===== src/rtl/cfg_sram_crc.sv =====
// cfg_sram_crc: scan-loadable configuration memory with a random-access port
// and a frame-aware serial load controller that checks a CRC-8 trailer.
module cfg_sram_crc #(
    parameter int ADDR_WIDTH = 4,
    parameter int DATA_WIDTH = 1
) (
    input  logic                  scan_clk,
    input  logic                  scan_rst,
    input  logic                  we,
    input  logic [ADDR_WIDTH-1:0] waddr,
    input  logic [DATA_WIDTH-1:0] wdata,
    input  logic [ADDR_WIDTH-1:0] raddr,
    output logic [DATA_WIDTH-1:0] rdata,
    input  logic                  scan_en,
    input  logic                  scan_in,
    output logic                  scan_out,
    output logic                  cfg_busy,
    output logic                  cfg_done,
    output logic                  cfg_err
);
    localparam int DEPTH = 2 ** ADDR_WIDTH;
    localparam int N = DEPTH * DATA_WIDTH;
    localparam int CNT_W = $clog2(N + 1);
    localparam logic [CNT_W-1:0] LAST_BIT = CNT_W'(N - 1);

    typedef enum logic [2:0] {
        S_IDLE,
        S_SHIFT,
        S_TRAIL,
        S_DONE,
        S_ERR
    } state_t;

    state_t                r_state;
    logic [N-1:0]          r_store;
    logic [7:0]            r_crc;
    logic [CNT_W-1:0]      r_bit_cnt;
    logic [2:0]            r_trl_cnt;

    logic [7:0]            w_crc_next;
    logic [7:0]            w_crc_start;
    logic [DATA_WIDTH-1:0] w_rdata;

    // MSB-first CRC-8, polynomial x^8 + x^2 + x + 1.
    function automatic logic [7:0] crc8_step(input logic [7:0] crc, input logic din);
        logic fb;
        fb = crc[7] ^ din;
        return {crc[6:0], 1'b0} ^ (fb ? 8'h07 : 8'h00);
    endfunction

    assign w_crc_next  = crc8_step(r_crc, scan_in);
    assign w_crc_start = crc8_step(8'h00, scan_in);

    always_comb begin
        w_rdata = '0;
        for (int i = 0; i < DEPTH; i++) begin
            if (raddr == ADDR_WIDTH'(i)) begin
                w_rdata = r_store[i*DATA_WIDTH +: DATA_WIDTH];
            end
        end
    end

    always_ff @(posedge scan_clk) begin
        if (scan_rst) begin
            r_state   <= S_IDLE;
            r_store   <= '0;
            r_crc     <= 8'h00;
            r_bit_cnt <= '0;
            r_trl_cnt <= 3'd0;
        end else begin
            case (r_state)
                S_SHIFT: begin
                    if (scan_en) begin
                        r_store <= {r_store[N-2:0], scan_in};
                        r_crc   <= w_crc_next;
                        if (r_bit_cnt == LAST_BIT) begin
                            r_bit_cnt <= '0;
                            r_state   <= S_TRAIL;
                        end else begin
                            r_bit_cnt <= r_bit_cnt + 1'b1;
                        end
                    end
                end
                S_TRAIL: begin
                    // Trailer bits feed the CRC only; storage holds the frame data.
                    if (scan_en) begin
                        r_crc <= w_crc_next;
                        if (r_trl_cnt == 3'd7) begin
                            r_trl_cnt <= 3'd0;
                            r_state   <= (w_crc_next == 8'h00) ? S_DONE : S_ERR;
                        end else begin
                            r_trl_cnt <= r_trl_cnt + 3'd1;
                        end
                    end
                end
                default: begin
                    // Idle-like states: a random-access write beats a frame start.
                    if (we) begin
                        for (int i = 0; i < DEPTH; i++) begin
                            if (waddr == ADDR_WIDTH'(i)) begin
                                r_store[i*DATA_WIDTH +: DATA_WIDTH] <= wdata;
                            end
                        end
                    end else if (scan_en) begin
                        r_store   <= {r_store[N-2:0], scan_in};
                        r_crc     <= w_crc_start;
                        r_bit_cnt <= CNT_W'(1);
                        r_trl_cnt <= 3'd0;
                        r_state   <= S_SHIFT;
                    end
                end
            endcase
        end
    end

    assign rdata    = w_rdata;
    assign scan_out = r_store[N-1];
    assign cfg_busy = (r_state == S_SHIFT) || (r_state == S_TRAIL);
    assign cfg_done = (r_state == S_DONE);
    assign cfg_err  = (r_state == S_ERR);

endmodule


===== config.mk =====
export PLATFORM = sky130hd
export DESIGN_NAME = cfg_sram_crc
export DESIGN_NICKNAME = d
export VERILOG_FILES = /design/src/rtl/cfg_sram_crc.sv
export SDC_FILE = /design/constraint.sdc
export NUM_CORES = 1
export LEC_CHECK = 0
export CAP_MARGIN = 25
export CORE_ASPECT_RATIO = 1.2
export CORE_UTILIZATION = 35
export DETAILED_ROUTE_END_ITERATION = 8
export GPL_TIMING_DRIVEN = 0
export PLACE_DENSITY = 0.55
export REMOVE_ABC_BUFFERS = 1
export SLEW_MARGIN = 20
export SYNTH_ARGS = -nofsm -noshare
export SYNTH_HDL_FRONTEND = slang
export SYNTH_SLANG_ARGS = --single-unit

===== constraint.sdc =====
create_clock -name scan_clk -period 3 [get_ports scan_clk]
set_clock_uncertainty 0.15 [all_clocks]
set_input_delay 0.3 -clock scan_clk [delete_from_list [all_inputs] [get_ports scan_clk]]
set_output_delay 0.3 -clock scan_clk [all_outputs]
set_load 0.005 [all_outputs]

Yosys cells after proc, flatten, opt, wreduce, memory -nomap -nowiden

Cells that the tools add are included.

Bits of input ports: 14
Word-level logic and storage cells: 168
Register bits: 35

Reductions and logical operators: 25
Add/subtract/negate cells: 2
Bitwise logic cells: 4
Multiplexer cells: 59
Equal/unequal tests: 58

Operators by type and width:

| cell                                           | count |
|---|---|
| == test 4 bit (second input constant)          | 16 |
| != test 3 x 1 -> 1 bit (second input constant) | 17 |
| two-way mux 3 bit                              | 13 |
| AND reduction 2 bit                            | 17 |
| == test 4 x 3 -> 1 bit (second input constant) | 8 |
| two-way mux 1 bit                              | 32 |
| two-way mux 16 bit                             | 2 |
| two-way mux 8 bit                              | 4 |
| case mux 16 bit (2 select lines)               | 1 |
| two-way mux 5 bit                              | 4 |
| == test 4 x 2 -> 1 bit (second input constant) | 4 |
| case mux 3 bit (2 select lines)                | 2 |
| case mux 5 bit (2 select lines)                | 1 |
| == test 4 x 1 -> 1 bit (second input constant) | 2 |
| zero test 4 bit                                | 2 |
| zero test 8 bit                                | 1 |
| bitwise XOR 8 x 3 -> 8 bit                     | 1 |
| == test 3 x 2 -> 1 bit (second input constant) | 2 |
| == test 3 bit (second input constant)          | 2 |
| != test 2 bit (second input constant)          | 3 |
| AND reduction 3 bit                            | 2 |
| adder 5 x 1 -> 5 bit (second input constant)   | 1 |
| == test 5 x 4 -> 1 bit (second input constant) | 1 |
| != test 2 x 1 -> 1 bit (second input constant) | 2 |
| other kinds (7)                                | 8 |

Longest topological paths before layout

Word-level depth: 17
Mapped depth: 7
Depth with buffers taken out: 6

Worst setup path after synthesis

No wires, ideal clock.

Kind: input to output
Start point: input port raddr[1]
End point: output port rdata
Path slack: 1.095 ns
Stages on the path: 5
Arrival: 1.455 ns
Cell sequence: clkbuf_1 -> mux4_2 -> nor2b_1 -> a211oi_1 -> a31oi_1

Longest elaborated chain between the ends: 17

Ends and longest elaborated chain:

| item                            | line | source |
|---|---|---|
| start, declared                 | 12   | `input logic [ADDR_WIDTH-1:0] raddr,` |
| zero test 4 bit                 | 57   | `if (raddr == ADDR_WIDTH'(i)) begin` |
| two-way mux 1 bit (15 in a row) | 57   |  |
| two-way mux 1 bit (*)           | 57   |  |
| end, declared                   | 13   | `output logic [DATA_WIDTH-1:0] rdata,` |

Every way passes the cells marked *; elsewhere a longest branch is shown, timed or not.

Final worst setup path

Start point: register r_state[0]
End point: output port cfg_busy

Longest elaborated chain between the ends: 2

Ends and longest elaborated chain:

| item                                                             | line | source |
|---|---|---|
| start, declared                                                  | 34   | `state_t r_state;` |
| start signal, assigned                                           | 90   | `r_state <= (w_crc_next == 8'h00) ? S_DONE : S_ERR;` |
| == test 3 x 1 -> 1 bit or == test 3 x 2 -> 1 bit (tied branches) | 118  | `assign cfg_busy = (r_state == S_SHIFT) \|\| (r_state == S_TRAIL);` |
| logical OR 1 bit (*)                                             | 118  |  |
| end, declared                                                    | 17   | `output logic cfg_busy,` |

Marks and branches as above.

==> results_dict.tcl <==
set metrics [dict create \
    outcome "finished, final reports clean" \
    report.final.slew_viol_count 0 \
    leakage_nw 0.952 \
    port_buffers 18 \
    min-delay-start "scan_en" \
    yosys_warnings 0 \
    power_density_nw_per_um2 460 \
    drt-total-wl_um 6140 \
    firstDrtPassIters 4 \
    cts_tree "yes" \
    drv_cap 0 \
    antennaDiodeCount 0 \
    synthFlopType "dfxtp_1" \
    dieArea_um2 7010 \
    internal-power_mw 0.873 \
    power.share.switching 0.287 \
    synth_edf_count 0 \
    hp-class "in2reg" \
    grt_max_degree 36 \
    critPathCaptureType "output port" \
    worstPathArrival_ps 2350 \
    cts_max_level 2 \
    ioPinCount 19 \
    start_kind "flop" \
    clockPowerShare 0.376 \
    dp_cells 366 \
    seqCellArea_um2 701 \
    power_mw 1.22 \
    cts_root_buffer "clkbuf_8" \
    nNetsFinal 307 \
    routed-via-count 2236 \
    pwr-share-seq 0.427 \
    synth-async-reset-ratio 0 \
    max_freq_mhz 357 \
    rows 32 \
    gp_congestion 0.836 \
    clk_latency_ps 290 \
    post-cts-setup-buffer-count 0 \
    multi_input_area_um2 1490 \
    relSlewSlack 0.426 \
    core_area_um2 6450 \
    clockBufferDepth 2 \
    ant_nets 0 \
    place_area_um2 2530 \
    drt-wirelength-per-cell_um 16.4 \
    crit_chain "or3b_1, nand2_2, clkdlybuf4s50_1" \
    ir_worst_vdd_v 0.000186 \
    stdcell_count 375 \
    regToRegSetupSlack_ps 470 \
    yosys_register_bits 35 \
    track_usage 0.186 \
    path_class "reg2out" \
    overflow 0 \
    area_growth_pct 13.9 \
    finalHoldViolCount 0 \
    grt_pass1_vias 2092 \
    synth_cells 290 \
    cp-startpoint "r_state[0]" \
    viasPerCell 5.96 \
    power.share.combinational 0.197 \
    tightest_slew_ps 860 \
    yosysSeqAreaShare 0.300 \
    reg2reg_from "r_state[1]" \
    die_h_um 91.5 \
    synth_area_um2 2340 \
    synth_cell_types 50 \
    switchingPower_mw 0.352 \
    avgSynthCellArea_um2 8.06 \
    grt_antenna_before_repair 0 \
    holdBufCountCts 0 \
    final.fill_count 675 \
    setup_viol 0 \
    post-route-min-period_ps 2800 \
    start_util 0.362 \
    cp_max_fo 24 \
    period_share 0.935 \
    slowest_stage "or3b_1" \
    cpPeakStageDelay_ps 750 \
    dp_hpwl_um 3870 \
    die_w_um 76.6 \
    grt_pass1_wl_um 10400 \
    drt_iter0_drc 107 \
    required_ps 2550 \
    cts_made_buffers 5 \
    tns_ps 0 \
    rsz0062_at_grt "false" \
    drcViolationCount 0 \
    stdcell_area_um2 2660 \
    drive_gt1_frac 0.0931 \
    clock-sinks 35 \
    clkTransAtPathRegs_ps 80 \
]
metal layers:
layer / track usage / vias up / wire, um
met5: 0 / - / 0
met4: 0.0641 / 0 / 82
met1: 0.245 / 1066 / 2950
met2: 0.301 / 55 / 2880
met3: 0.0352 / 11 / 227
li1: - / 1104 / -
through the flow:
step / hold WS [ps] / util / setup slack, ps
5_1_grt: 169 / 0.413 / 75.7
2_1_floorplan: 219 / - / 994
6_report: 164 / 0.413 / 196
3_3_place_gp: 294 / 0.388 / -235
3_5_place_dp: 289 / 0.392 / 138
4_1_cts: 160 / 0.410 / 109
critical path: cells and delay by family (launching register included):
kind	cells	cell delay, ps
simple gates	2	1060
buf+inv	1	530
flops	1	460
sequential cells by signal, indices dropped and copies added, names as in the netlist:
signal	flops
r_bit_cnt	5
r_crc	8
r_state	3
r_trl_cnt	3
r_store	16
power by group through the flow:
stage / Sequential (mW) / Combinational [mW] / Clock (mW)
floorplan: 0.524 / 0.151 / 0
global placement: 0.533 / 0.238 / 0
detailed placement: 0.533 / 0.239 / 0
CTS: 0.523 / 0.241 / 0.471
global route: 0.527 / 0.268 / 0.489
finish: 0.523 / 0.241 / 0.460
cell type report:
class	instances	area share
clock inverters	2	0.0132
multi-input cells	219	0.560
flip-flops and latches	35	0.263
clock buffers	6	0.0310
inverters	7	0.00987
repair buffers	21	0.0823
well taps	85	0.0400
final timing paths:
check,end,cells past startpoint
max,cfg_busy,3
min,r_crc[7],3
max reg2reg,r_store[13],4
min reg2reg,r_bit_cnt[4],2
cells by family (layout without fill, tap and decap cells):
logic type | after synthesis | after routing | share of synthesized area
AO/OA/AOI/OAI | 76 | 76 | 0.217
XOR/XNOR | 5 | 5 | 0.0246
adder cells (fa/ha/maj) | 4 | 4 | 0.0214
buffers and inverters | 36 | 36 | 0.0632
flip-flops | 35 | 35 | 0.300
multiplexers | 19 | 19 | 0.0927
AND/OR/NAND/NOR | 115 | 115 | 0.281
layout by cell type, fill, tap and decap left out, types with 4 or more instances in the layout:
cell,n
a211oi_1,4
a21oi_1,26
a31oi_1,4
and3_1,18
clkbuf_8,6
clkdlybuf4s50_1,15
dfxtp_1,35
ha_1,4
inv_1,7
mux2i_1,16
nand2_1,15
nand2b_1,8
nand3_1,10
nor2_1,16
nor4_1,29
o211ai_1,15
o21ai_0,5
o311ai_0,4
Yosys cell counts, types with 2 or more instances:
cell type,number,share of area
or3b_1,3,0.011
o21ai_0,6,0.013
nand3_1,10,0.021
nor4_1,29,0.078
a31oi_1,4,0.011
o21ai_1,2,0.0043
nand4_1,2,0.0054
nor3b_1,2,0.0064
buf_1,2,0.0032
mux4_2,2,0.019
nor3_1,2,0.0043
a31o_2,3,0.011
xnor2_1,3,0.011
a211oi_1,4,0.013
nand2_1,15,0.024
nand2b_1,8,0.021
clkbuf_1,21,0.034
o211ai_1,15,0.048
a21oi_1,26,0.056
ha_1,4,0.021
nor2_1,16,0.026
a22oi_1,3,0.0096
mux2i_1,16,0.069
buf_2,4,0.0086
inv_1,7,0.011
and3_1,18,0.048
dfxtp_1,35,0.30
nor2b_1,2,0.0054
o311ai_0,4,0.015
buf_4,2,0.0064
repair_timing:
| item | in CTS | in global routing |
|---|---|---|
| endpoints found under the hold margin | 0 | 0 |
| resized for setup | 0 | 1 |
| setup endpoints to repair | 0 | 1 |
No activity file was read; power rests on OpenSTA's default activity.
==> patch, RTL diff (config.mk and constraints unchanged) <==
`ADDR_WIDTH`: 4 -> 3.
--- a/src/rtl/cfg_sram_crc.sv
+++ b/src/rtl/cfg_sram_crc.sv
@@ -3,3 +3,3 @@
 module cfg_sram_crc #(
-    parameter int ADDR_WIDTH = 4,
+    parameter int ADDR_WIDTH = 3,
     parameter int DATA_WIDTH = 1
Ports: changed (resized raddr and waddr); port bits go from 19 to 17. The function was not compared with the original's and may differ.
==> patch against the unedited design <==
Total power is 33% lower; wire length is 37% lower; area after synthesis is 31% lower; critical endpoint unchanged; largest cell class unchanged; sequential power is 25% lower; via count is 32% lower; worst setup slack better by 110 ps; critical path type unchanged; final cell count is 32% lower; sequential cell count is 9 lower; global-route usage is 1.8 points lower; non-clock buffer count is 4 lower; final area is 30% lower.
==> patch: results (changes against the unedited design) <==
\begin{tabular}{lr}
\hline
Metric & Value \\
\hline
\multicolumn{2}{l}{\textbf{STA}} \\
Worst Max-Slew Pin Slew & 923.2 ps (+62.71 ps) \\
\multicolumn{2}{l}{\textbf{Clock network}} \\
Clock Pin Slew Worst Setup and Hold Paths & roughly 90 ps \\
Total CTS buffers & 3 (-2) \\
Clk Latency, worst-skew pair & 270 ps (-20 ps) \\
Bufs on Longest Clock Path & 2 (unchanged) \\
Number of H-tree levels & 1 (-1) \\
Count of cells resized by post-cts repair & 0 (unchanged) \\
Post-CTS setup buffer count & 0 (unchanged) \\
Root Driver & clkbuf\_8 \\
\multicolumn{2}{l}{\textbf{Final layout}} \\
Top Registers & r\_crc (8), r\_store (8), r\_bit\_cnt (4) \\
Antenna Cells & 0 (unchanged) \\
Share of layout cells above drive strength 1 & 0.08500 (-0.008103) \\
Net count, final & 217 (-29\%) \\
Total of fill cells in the finished design & 442 (-35\%) \\
Multi-input gate area & 0.001020 mm2 (-32\%) \\
\multicolumn{2}{l}{\textbf{Logic synthesis}} \\
Distinct cell type count after synthesis & 49 (-2.0\%) \\
Number of warnings printed during yosys synthesis & 0 (unchanged) \\
Top cells by instance count after synthesis & dfxtp\_1, nand2\_1, a21oi\_1, o21ai\_0, nand3\_1 \\
Share of synthesized area occupied by flip-flops and latches & 0.3232 (+0.02329) \\
Main synth FF type & dfxtp\_1 \\
Synth async-reset ratio & 0 (unchanged) \\
Synth top area cells & dfxtp\_1, mux2\_2, a21oi\_1 \\
\multicolumn{2}{l}{\textbf{Routing}} \\
Routed wire length & 3874 um (-37\%) \\
Drt via density & 5.941 (-0.36\%) \\
First DRT Iteration DRCs & 94 (-12\%) \\
Detailed-router iteration count before antenna repair & 4 (unchanged) \\
\multicolumn{2}{l}{\textbf{Place}} \\
Number of port buffers & 16 (-2) \\
Detailed placement HPWL & 2753 um (-29\%) \\
Final estimated routing congestion in global placement & 0.8352 (about the same) \\
\multicolumn{2}{l}{\textbf{GRT}} \\
Pin count of the biggest net entering global routing & 26 (-28\%) \\
Met1 GRT Util & 0.2196 (-0.02568) \\
Global routing met3 resource utilization & 0.02096 (-0.01422) \\
Number of antenna violations at the first check in global routing & 0 (unchanged) \\
Global-route wire length before repair & 6706 um (-35\%) \\
GR Util met2 & 0.2851 (-0.01594) \\
Global routing usage summed across all routing layers & 0.1683 (-0.01753) \\
Number of global-route vias before repair & 1463 (-30\%) \\
\multicolumn{2}{l}{\textbf{Setup path}} \\
Data arrival time of the critical path & 2240 ps (-110 ps) \\
Max Fanout on Critical Path & 16 (-33\%) \\
\multicolumn{2}{l}{\textbf{Status}} \\
Status & completed \\
\multicolumn{2}{l}{\textbf{Power}} \\
Maximum vdd ir drop & 0.2005 mV (+7.7\%) \\
Standby leakage power & 0.6387 nW (-33\%) \\
\multicolumn{2}{l}{\textbf{Min path}} \\
Hold WC Path Type & reg2reg \\
\hline
\end{tabular}
-- patch: cell count changes after synthesis, moves of 4 or more --
cell	before	now
clkbuf_1	21	9
nor4_1	29	2
dfxtp_1	35	26
o31ai_1	0	7
o21ai_0	6	13
a21oi_1	26	13
mux2_2	1	7
mux2i_1	16	0
o211ai_1	15	1
nand2b_1	8	4
nor2_1	16	8
and3_1	18	0
-- patch: where the power goes --
group	switching [W]	internal [W]
clock	0.000107	0.000117
combinational	0.000113	0.0000921
sequential	0.0000279	0.000364
-- patch: cell families (layout without fill, tap and decap cells) --
logic type / count (synthesis) / count (layout) / share of synthesized area
AO/OA/AOI/OAI: 61 / 61 / 0.2541
XOR/XNOR: 6 / 6 / 0.04118
adder cells (fa/ha/maj): 4 / 4 / 0.03108
buffers and inverters: 18 / 27 / 0.04351
flip-flops: 26 / 26 / 0.3232
multiplexers: 9 / 9 / 0.07692
AND/OR/NAND/NOR: 67 / 67 / 0.2300
-- patch: per-stage QoR --
stage	power, W	instance area (um2)	worst slack, ps	std cells
CTS	0.0008283	1848	331.7	255
floorplan	0.0005215	1563	896.6	179
global placement	0.0005964	1793	112.1	251
detailed placement	0.0006012	1793	89.19	251
finish	0.0008214	1853	305.5	256
global route	0.0008733	1853	117.7	256
-- patch: worst max-delay path: stages (launching register included) --
cell and delay (ps):
dfxtp_1 660, xnor2_1 180, nor2_1 520, clkdlybuf4s50_1 620
-- patch: cell type report --
cell class,count,share of cell area
repair buffers,17,0.08913
multi-input cells,147,0.5503
inverters,6,0.01215
well taps,56,0.03781
clock buffers,4,0.02971
flip-flops and latches,26,0.2809
-- patch: path summary, 6_finish.rpt --
check	from	to	slack, ps	cells after the start
worst max-delay path	r_state[0]$_SDFFE_PP0P_	cfg_busy	310	3
worst min-delay path	r_trl_cnt[2]$_SDFFE_PP0P_	r_trl_cnt[2]$_SDFFE_PP0P_	310	2
worst max register to register	r_state[1]$_SDFFE_PP0P_	r_trl_cnt[1]$_SDFFE_PP0P_	660	4
worst min register to register	r_trl_cnt[2]$_SDFFE_PP0P_	r_trl_cnt[2]$_SDFFE_PP0P_	310	2
-- patch: per-layer routing --
metal,share of wire,wire [um],up-vias
met5,0,0,-
met3,0.054,208,2
met1,0.46,1778,728
met2,0.48,1866,50
met4,0.0054,21,0
li1,-,-,741
